===== src/rtl/scnn_pkg.sv =====
// rtl/scnn_pkg.sv - shared constants, group type and FSM state for the SCNN compressed format
package scnn_pkg;

   localparam int LANES  = 4;
   localparam int DATA_W = 8;
   localparam int IDX_W  = 8;
   // lane counter must hold 0..LANES inclusive
   localparam int LCNT_W = $clog2(LANES + 1);

   // one compressed group: lane 0 occupies the least significant slice of data/cidx/mask
   typedef struct packed {
      logic [LANES-1:0][DATA_W-1:0] data;
      logic [LANES-1:0][IDX_W-1:0]  cidx;
      logic [IDX_W-1:0]             offset;
      logic [LANES-1:0]             mask;
      logic                         last;
   } scnn_grp_t;

   typedef enum logic {
      ST_IDLE    = 1'b0,
      ST_COLLECT = 1'b1
   } scnn_state_e;

endpackage


===== src/rtl/scnn_grp_reg.sv =====
// rtl/scnn_grp_reg.sv - one-entry valid/ready output register holding a compressed group
module scnn_grp_reg
   import scnn_pkg::*;
(
   input  logic      clk,
   input  logic      rst_n,
   input  logic      load,
   input  scnn_grp_t grp_in,
   input  logic      out_ready,
   output logic      out_valid,
   output scnn_grp_t grp_out
);

   logic      valid_q, valid_d;
   scnn_grp_t grp_q, grp_d;

   // a load always wins; the producer only loads when the slot is free or being drained
   always_comb begin
      valid_d = valid_q;
      grp_d   = grp_q;
      if (load) begin
         valid_d = 1'b1;
         grp_d   = grp_in;
      end else if (out_ready) begin
         valid_d = 1'b0;
      end
   end

   // hold fields stable until the consumer takes the group
   always_ff @(posedge clk or negedge rst_n) begin
      if (!rst_n) begin
         valid_q <= 1'b0;
         grp_q   <= '0;
      end else begin
         valid_q <= valid_d;
         grp_q   <= grp_d;
      end
   end

   assign out_valid = valid_q;
   assign grp_out   = grp_q;

endmodule


===== src/rtl/scnn_sparse_encoder.sv =====
// rtl/scnn_sparse_encoder.sv - dense plane to SCNN compressed groups of nonzeros with zero-run indices
module scnn_sparse_encoder
   import scnn_pkg::*;
(
   input  logic                    clk,
   input  logic                    rst_n,
   input  logic [IDX_W-1:0]        plane_size,
   input  logic                    in_valid,
   output logic                    in_ready,
   input  logic [DATA_W-1:0]       in_data,
   output logic                    out_valid,
   input  logic                    out_ready,
   output logic [LANES*DATA_W-1:0] out_data,
   output logic [LANES*IDX_W-1:0]  out_cidx,
   output logic [IDX_W-1:0]        out_offset,
   output logic [LANES-1:0]        out_mask,
   output logic                    out_last
);

   scnn_state_e                  state_q, state_d;
   logic [IDX_W-1:0]             elem_cnt_q, elem_cnt_d;
   logic [IDX_W-1:0]             psize_q, psize_d;
   logic [IDX_W-1:0]             zero_run_q, zero_run_d;
   logic [IDX_W-1:0]             next_off_q, next_off_d;
   logic [IDX_W-1:0]             grp_off_q, grp_off_d;
   logic [LCNT_W-1:0]            lane_cnt_q, lane_cnt_d;
   logic [LANES-1:0][DATA_W-1:0] lane_data_q, lane_data_d;
   logic [LANES-1:0][IDX_W-1:0]  lane_cidx_q, lane_cidx_d;

   logic                         accept;
   logic                         in_plane;
   logic                         is_last;
   logic                         is_nz;
   logic                         emit;
   logic [IDX_W-1:0]             cur_idx;
   logic [IDX_W-1:0]             cur_psize;
   logic [IDX_W-1:0]             cur_zr;
   logic [IDX_W-1:0]             cur_off;
   logic [IDX_W-1:0]             cur_goff;
   logic [LCNT_W-1:0]            cur_lane;
   logic [LANES-1:0][DATA_W-1:0] cur_data;
   logic [LANES-1:0][IDX_W-1:0]  cur_cidx;

   scnn_grp_t                    grp_new;
   scnn_grp_t                    grp_q;
   logic                         grp_load;

   // zeros are stalled too: nothing is accepted while a group is blocked in the output slot
   assign in_ready = !out_valid || out_ready;
   assign accept   = in_valid && in_ready;
   assign in_plane = (state_q == ST_COLLECT);
   assign is_nz    = |in_data;

   // first beat of a plane sees a fresh context regardless of leftover register contents
   always_comb begin
      cur_idx   = in_plane ? elem_cnt_q  : '0;
      cur_psize = in_plane ? psize_q     : plane_size;
      cur_zr    = in_plane ? zero_run_q  : '0;
      cur_off   = in_plane ? next_off_q  : '0;
      cur_goff  = in_plane ? grp_off_q   : '0;
      cur_lane  = in_plane ? lane_cnt_q  : '0;
      cur_data  = in_plane ? lane_data_q : '0;
      cur_cidx  = in_plane ? lane_cidx_q : '0;
      is_last   = (cur_idx == (cur_psize - IDX_W'(1)));
   end

   // per-beat update of run/offset/lane bookkeeping and group formation
   always_comb begin
      state_d     = state_q;
      elem_cnt_d  = elem_cnt_q;
      psize_d     = psize_q;
      zero_run_d  = zero_run_q;
      next_off_d  = next_off_q;
      grp_off_d   = grp_off_q;
      lane_cnt_d  = lane_cnt_q;
      lane_data_d = lane_data_q;
      lane_cidx_d = lane_cidx_q;
      grp_new     = '0;
      grp_load    = 1'b0;
      emit        = 1'b0;
      if (accept) begin
         lane_data_d = cur_data;
         lane_cidx_d = cur_cidx;
         lane_cnt_d  = cur_lane;
         grp_off_d   = cur_goff;
         next_off_d  = cur_off;
         if (is_nz) begin
            for (int k = 0; k < LANES; k++) begin
               if (cur_lane == LCNT_W'(k)) begin
                  lane_data_d[k] = in_data;
                  lane_cidx_d[k] = cur_zr;
               end
            end
            if (cur_lane == '0) begin
               grp_off_d = cur_off;
            end
            zero_run_d = '0;
            next_off_d = cur_idx + IDX_W'(1);
            lane_cnt_d = cur_lane + LCNT_W'(1);
         end else begin
            zero_run_d = cur_zr + IDX_W'(1);
         end

         emit = (lane_cnt_d == LCNT_W'(LANES)) || is_last;
         if (emit) begin
            grp_load       = 1'b1;
            grp_new.data   = lane_data_d;
            grp_new.cidx   = lane_cidx_d;
            // an empty group reports where the next nonzero would have started
            grp_new.offset = (lane_cnt_d == '0) ? next_off_d : grp_off_d;
            for (int k = 0; k < LANES; k++) begin
               grp_new.mask[k] = (LCNT_W'(k) < lane_cnt_d);
            end
            grp_new.last   = is_last;
            lane_cnt_d     = '0;
            lane_data_d    = '0;
            lane_cidx_d    = '0;
         end

         if (is_last) begin
            state_d    = ST_IDLE;
            elem_cnt_d = '0;
            psize_d    = '0;
            zero_run_d = '0;
            next_off_d = '0;
            grp_off_d  = '0;
         end else begin
            state_d    = ST_COLLECT;
            elem_cnt_d = cur_idx + IDX_W'(1);
            psize_d    = cur_psize;
         end
      end
   end

   // plane state, counters and lane buffers; reset discards any partial plane
   always_ff @(posedge clk or negedge rst_n) begin
      if (!rst_n) begin
         state_q     <= ST_IDLE;
         elem_cnt_q  <= '0;
         psize_q     <= '0;
         zero_run_q  <= '0;
         next_off_q  <= '0;
         grp_off_q   <= '0;
         lane_cnt_q  <= '0;
         lane_data_q <= '0;
         lane_cidx_q <= '0;
      end else begin
         state_q     <= state_d;
         elem_cnt_q  <= elem_cnt_d;
         psize_q     <= psize_d;
         zero_run_q  <= zero_run_d;
         next_off_q  <= next_off_d;
         grp_off_q   <= grp_off_d;
         lane_cnt_q  <= lane_cnt_d;
         lane_data_q <= lane_data_d;
         lane_cidx_q <= lane_cidx_d;
      end
   end

   // a plane of zero elements has no defined encoding
   a_plane_size_nonzero : assert property (
      @(posedge clk) disable iff (!rst_n) (accept && !in_plane) |-> (plane_size != '0)
   );

   scnn_grp_reg u_grp_reg (
      .clk       (clk),
      .rst_n     (rst_n),
      .load      (grp_load),
      .grp_in    (grp_new),
      .out_ready (out_ready),
      .out_valid (out_valid),
      .grp_out   (grp_q)
   );

   assign out_data   = grp_q.data;
   assign out_cidx   = grp_q.cidx;
   assign out_offset = grp_q.offset;
   assign out_mask   = grp_q.mask;
   assign out_last   = grp_q.last;

endmodule

===== config.mk =====
export PLATFORM = sky130hd
export DESIGN_NAME = scnn_sparse_encoder
export DESIGN_NICKNAME = d
export VERILOG_FILES = /design/src/rtl/scnn_pkg.sv /design/src/rtl/scnn_grp_reg.sv /design/src/rtl/scnn_sparse_encoder.sv
export SDC_FILE = /design/constraint.sdc
export NUM_CORES = 1
export LEC_CHECK = 0
export CAP_MARGIN = 20
export CELL_PAD_IN_SITES_DETAIL_PLACEMENT = 1
export CELL_PAD_IN_SITES_GLOBAL_PLACEMENT = 1
export CORE_MARGIN = 8
export CORE_UTILIZATION = 50
export CTS_BUF_LIST = sky130_fd_sc_hd__clkbuf_4 sky130_fd_sc_hd__clkbuf_8
export DETAILED_ROUTE_END_ITERATION = 6
export DONT_BUFFER_PORTS = 1
export PLACE_DENSITY_LB_ADDON = 0.1
export SETUP_SLACK_MARGIN = 0.5
export SLEW_MARGIN = 20
export SYNTH_ARGS = -nofsm -noshare
export SYNTH_HDL_FRONTEND = slang
export SYNTH_HIERARCHICAL = 1
export SYNTH_SLANG_ARGS = --single-unit
export TNS_END_PERCENT = 5

===== constraint.sdc =====
create_clock -name clk -period 5.4 [get_ports clk]
set_clock_uncertainty 0.2 [all_clocks]
set_input_delay 0.54 -clock clk [delete_from_list [all_inputs] [get_ports clk]]
set_output_delay 0.54 -clock clk [all_outputs]
set_load 0.1 [all_outputs]

* Word level (Yosys, flattened, before mapping)
Index checks and enable logic that the tools add are counted.
** Storage, ports and cells
- Register bits :: 186
- Input port bits :: 20
- Output and inout port bits :: 79
- Word-level logic and storage cells :: 88
** Cells by class
- Add/subtract/negate cells :: 4
- Magnitude comparators :: 4
- Equality and inequality tests :: 5
- Muxes and demuxes :: 40
- Reduce and logical (&&, ||, !) cells :: 8
** Operators with widths (count)
- two-way mux 32 bit :: 6
- two-way mux 8 bit :: 23
- two-way mux 77 bit :: 2
- adder 8 x 1 -> 8 bit, second input constant :: 2
- two-way mux 3 bit :: 4
- equality test 8 bit :: 1
- OR reduction 8 bit :: 1
- subtractor 8 x 1 -> 8 bit, second input constant :: 1
- equality test 3 x 2 -> 1 bit, second input constant :: 2
- zero test 3 bit :: 2
- < comparator 1 x 3 -> 1 bit, first input constant :: 2
- < comparator 2 x 3 -> 1 bit, first input constant :: 2
- two-way mux 1 bit :: 5
- adder 3 x 1 -> 3 bit, second input constant :: 1
- equality test 3 x 1 -> 1 bit, second input constant :: 1
- equality test 3 bit, second input constant :: 1
- logical OR 1 bit :: 2
- nonzero test 2 bit :: 1
- logical AND 1 bit :: 1
- zero test 1 bit :: 1

* Depth between registers and ports, before layout
- Word-level depth :: 9
- Gate-level depth with buffers :: 17
- Gate-level depth less buffers :: 12

* By module
Netlist, hierarchy kept.
** Modules (own cells, without submodules)
- scnn_sparse_encoder :: instances 1, cells an instance 777, area an instance 6521.3 um^2, seq. area each 2702.6 um^2
- scnn_grp_reg :: instances 1, cells an instance 166, area an instance 2971.6 um^2, seq. area each 1951.9 um^2

* Worst setup path before layout
Ideal clock, no wire load.
- Path type :: flip-flop to flip-flop
- From :: register state_q, in the netlist in_plane
- To :: register, netlist name u_grp_reg/grp_out[53]
- Library setup time :: 0.126 ns
- Data arrival time :: 3.981 ns
- Data required time :: 5.074 ns
- Path slack :: 1.092 ns
- Cell stages (with the launch flop) :: 18
- Buffers on the path :: 8
- Period minus slack after synthesis :: 4.308 ns
- Cells stage by stage :: dfrtp_1 > buf_4 > buf_2 > buf_2 > buf_1 > mux2i_1 > ha_1 > xor2_1 > a32oi_1 > or4_4 > nor3_4 > o21ai_2 > clkbuf_1 > inv_1 > buf_6 > buf_6 > buf_6 > mux2_4
** Between the ends
- Word-level cells in the longest chain between the ends :: 8
- Elaborated cells between the ends (all ways) :: 18
- Classes of those cells :: 2 x add/sub; 3 x eq/ne; 12 x mux; 1 x reduce/logical
** RTL lines
- from (decl) :: RTL line scnn_sparse_encoder.sv:20 : scnn_state_e state_q, state_d;
- from (signal assigned) :: RTL line scnn_sparse_encoder.sv:148 : state_q <= state_d;
- branches (longest 5 deep; another with subtractor 8 x 1 -> 8 bit)
- logical OR 1 bit (*) :: RTL line scnn_sparse_encoder.sv:104 : emit = (lane_cnt_d == LCNT_W'(LANES)) || is_last;
- two-way mux 1 bit (*) :: RTL line scnn_sparse_encoder.sv:105 : if (emit) begin
- two-way mux 1 bit (*) :: RTL line scnn_sparse_encoder.sv:81 : if (accept) begin
- via grp_load :: RTL line scnn_sparse_encoder.sv:46 : logic grp_load;
Mark *: on every way through the listed nets, which the timed path passes. The select of a mux whose other input is x is not followed.
A chain may end at the register's enable or synchronous reset.

* Worst setup path in the final report
- From :: register state_q, in the netlist in_plane
- To :: register, netlist name u_grp_reg/grp_out[75]
** Between the ends
- Word-level cells in the longest chain between the ends :: 8
- Elaborated cells between the ends (all ways) :: 18
- Classes of those cells :: 2 x add/sub; 3 x eq/ne; 12 x mux; 1 x reduce/logical
** RTL lines (RTL line)
- branches (longest 5 deep; another with subtractor 8 x 1 -> 8 bit)
- logical OR 1 bit (*) :: scnn_sparse_encoder.sv:104
- two-way mux 1 bit (*) :: scnn_sparse_encoder.sv:105
- two-way mux 1 bit (*) :: scnn_sparse_encoder.sv:81
- via grp_load :: scnn_sparse_encoder.sv:46
Marks and branches as above.

==> flow_summary.json <==
{
  "cp.arrival_ns": 4.53,
  "synth_enable_flop_cells": 0,
  "critPathRequiredTime_ns": 5.57,
  "synth_top_area_cell": "dfrtp_1",
  "netlist_instances": 943,
  "total_power_mw": 5.51,
  "violations": "negative hold slack",
  "end_kind": "flop",
  "fmax_mhz": 229,
  "worstMarginPinSlew_ns": 1.13,
  "setup_tns_ns": 0,
  "crit_fanout": 36,
  "drc": 0,
  "setup_ws_ns": 1.04,
  "netlist_area_mm2": 0.00949,
  "numCtsBuffers": 17,
  "placed_area_mm2": 0.00958,
  "cts_buffer_depth": 2,
  "start_util": 0.509,
  "cts_resized": 0,
  "startpoint_type": "flop",
  "post-route-period-util": 0.808,
  "cts.htree.levels": 4,
  "hpwl_mm": 18.8,
  "drive_above_1_share": 0.157,
  "drt-initial-drc-count": 430,
  "period_needed_ns": 4.36,
  "path_clk_slew_ns": 0.10,
  "seq_area_frac_synth": 0.490,
  "final_common_cell": "dfrtp_1",
  "ir_worst_vdd_uv": 286,
  "post-place-ws_ns": 1.12,
  "synthTopCellsByArea": "dfrtp_1 (49%), mux2_2 (6.9%), nand2_1 (6.3%), a21oi_1 (4.1%), o2bb2ai_1 (3.0%)",
  "antenna_found_initial": 0,
  "num_rows": 50,
  "yosysWarnings": 6,
  "fp.coreArea_mm2": 0.0186,
  "nets": 931,
  "track_usage": 0.231,
  "slew_viol_final": 0,
  "vias": 7397,
  "die_w_um": 154,
  "finalHoldViolCount": 186,
  "insertion_delay_ns": 0.48,
  "worst-setup-path-type": "flop to flop",
  "postCtsSetupRepairBufs": 0,
  "status": "finished, violations left",
  "maxCapViolCount": 0,
  "grt_first_pass_wirelength_mm": 43.6,
  "setup_viol": 0,
  "gr-total-overflow": 0,
  "io_pins": 99,
  "grt_max_degree": 187,
  "synthArstFlopShare": 1.00,
  "ys_types": 59,
  "cts_sinks": 186,
  "final_area_mm2": 0.0100,
  "via_per_inst": 6.43,
  "syn_to_final_growth_pct": 5.48,
  "cts-root-buf": "clkbuf_8",
  "diodes": 0,
  "post_drt_wl_per_cell_um": 23.6,
  "rsz0062_at_grt": "false",
  "die_y_um": 154,
  "dieArea_mm2": 0.0237,
  "syn_avg_cell_area_um2": 10.1,
  "slew_headroom": 0.247,
  "ys.flop_type": "dfrtp_1",
  "totalWireLength_mm": 27.2,
  "powerDensity_mw_per_mm2": 550,
  "syn_nets": 971,
  "io_buffer_count": 0,
  "hold_class": "input port to asynchronous set/reset pin",
  "ant_nets": 0,
  "holdWs_ns": -0.458,
  "grt_pass1_vias": 7703,
  "synth_top_area_frac": 0.490,
  "leakagePower_nw": 4.38,
  "cts_tree": "yes",
  "first_pass_iters": 5,
  "synth_seq_cells": 186,
  "gp_congestion": 0.851,
  "final_cell_mix": "dfrtp_1 (185), nand2_1 (159), a21oi_1 (78), mux2_2 (58), nand3_1 (56)"
}
==> power breakdown <==
| part | total [mW] | switching, mW | leakage (nW) | internal, mW |
|---|---|---|---|---|
| logic | 2.03 | 1.27 | 1.67 | 0.759 |
| registers | 2.50 | 0.831 | 2.50 | 1.67 |
| clock network | 0.979 | 0.574 | 0.202 | 0.405 |
| total | 5.51 | 2.67 | 4.38 | 2.84 |
==> cell families after synthesis <==
| kind of cell | synth area share |
|---|---|
| simple gates | 0.153 |
| mux | 0.107 |
| xor+xnor | 0.0138 |
| buf+inv | 0.0422 |
| compound gates | 0.183 |
| flops | 0.490 |
| fa+ha+maj | 0.0105 |
==> per-layer routing <==
layer | GRT usage | up-vias | part of all wire
li1 | - | 3318 | -
met1 | 0.305 | 3816 | 0.45
met2 | 0.367 | 227 | 0.47
met3 | 0.0600 | 36 | 0.066
met4 | 0.0728 | 0 | 0.019
met5 | 0 | - | 0
==> registers in the layout, summed over array words and instances (netlist names) <==
name / flops
lane_data_q: 32
grp_off_q: 8
u_grp_reg/out_valid: 1
u_grp_reg/grp_out: 77
next_off_q: 8
elem_cnt_q: 8
in_plane: 1
psize_q: 8
zero_run_q: 8
lane_cidx_q: 32
lane_cnt_q: 3
==> cell usage after synthesis, drive strengths merged, types with 5 or more instances <==
library cell and n:
o21ai 28, xnor2 6, a21oi 78, a32o 18, nor4 6, and2 5
mux2i 8, nand2 159, nor3 17, a22oi 11, ha 8, and3 17
o31ai 20, dfrtp 186, nor2 33, a32oi 5, a22o 25, mux2 77
nand3 57, a31oi 6, inv 11, clkbuf 43, o2bb2ai 33, xor2 9
buf 34
==> worst max-delay path, stage by stage, from the launching register on <==
cell	delay, ns
dfrtp_2	0.80
nand2_1	0.38
inv_1	0.18
ha_1	0.17
ha_1	0.26
nor4_1	0.43
a31o_2	0.45
o21ai_4	0.11
clkinv_2	0.48
buf_4	0.40
mux2_2	0.38
==> through the flow <==
stage | instances | utilization
after floorplan | 943 | -
after global placement | 1118 | 0.514
after detailed placement | 1118 | 0.514
after CTS | 1150 | 0.537
after global routing | 1150 | 0.537
final | 1150 | 0.537
==> cell type report <==
| type | count | area (um^2) |
|---|---|---|
| clock buffers | 18 | 248 |
| multi-input cells | 669 | 4450 |
| inverters | 11 | 42.5 |
| repair buffers | 18 | 148 |
| well taps | 234 | 293 |
| fillers | 2071 | 8630 |
| clock inverters | 14 | 173 |
| flip-flops and latches | 186 | 4660 |
==> final timing paths <==
kind                                         end    startpoint  slack [ns]  depth (start not counted)
hold / removal                     elem_cnt_q[1]         rst_n       -0.46                          0
min in group clk             u_grp_reg/out_valid     out_ready        0.01                          2
setup / recovery           u_grp_reg/grp_out[75]      in_plane        1.04                         10
hold reg to reg                     grp_off_q[2]  grp_off_q[2]        0.29                          2
max in group asynchronous        lane_cidx_q[24]         rst_n        5.18                          0
setup reg to reg           u_grp_reg/grp_out[75]      in_plane        1.04                         10
Note: power is estimated with default switching activity, not from simulation.
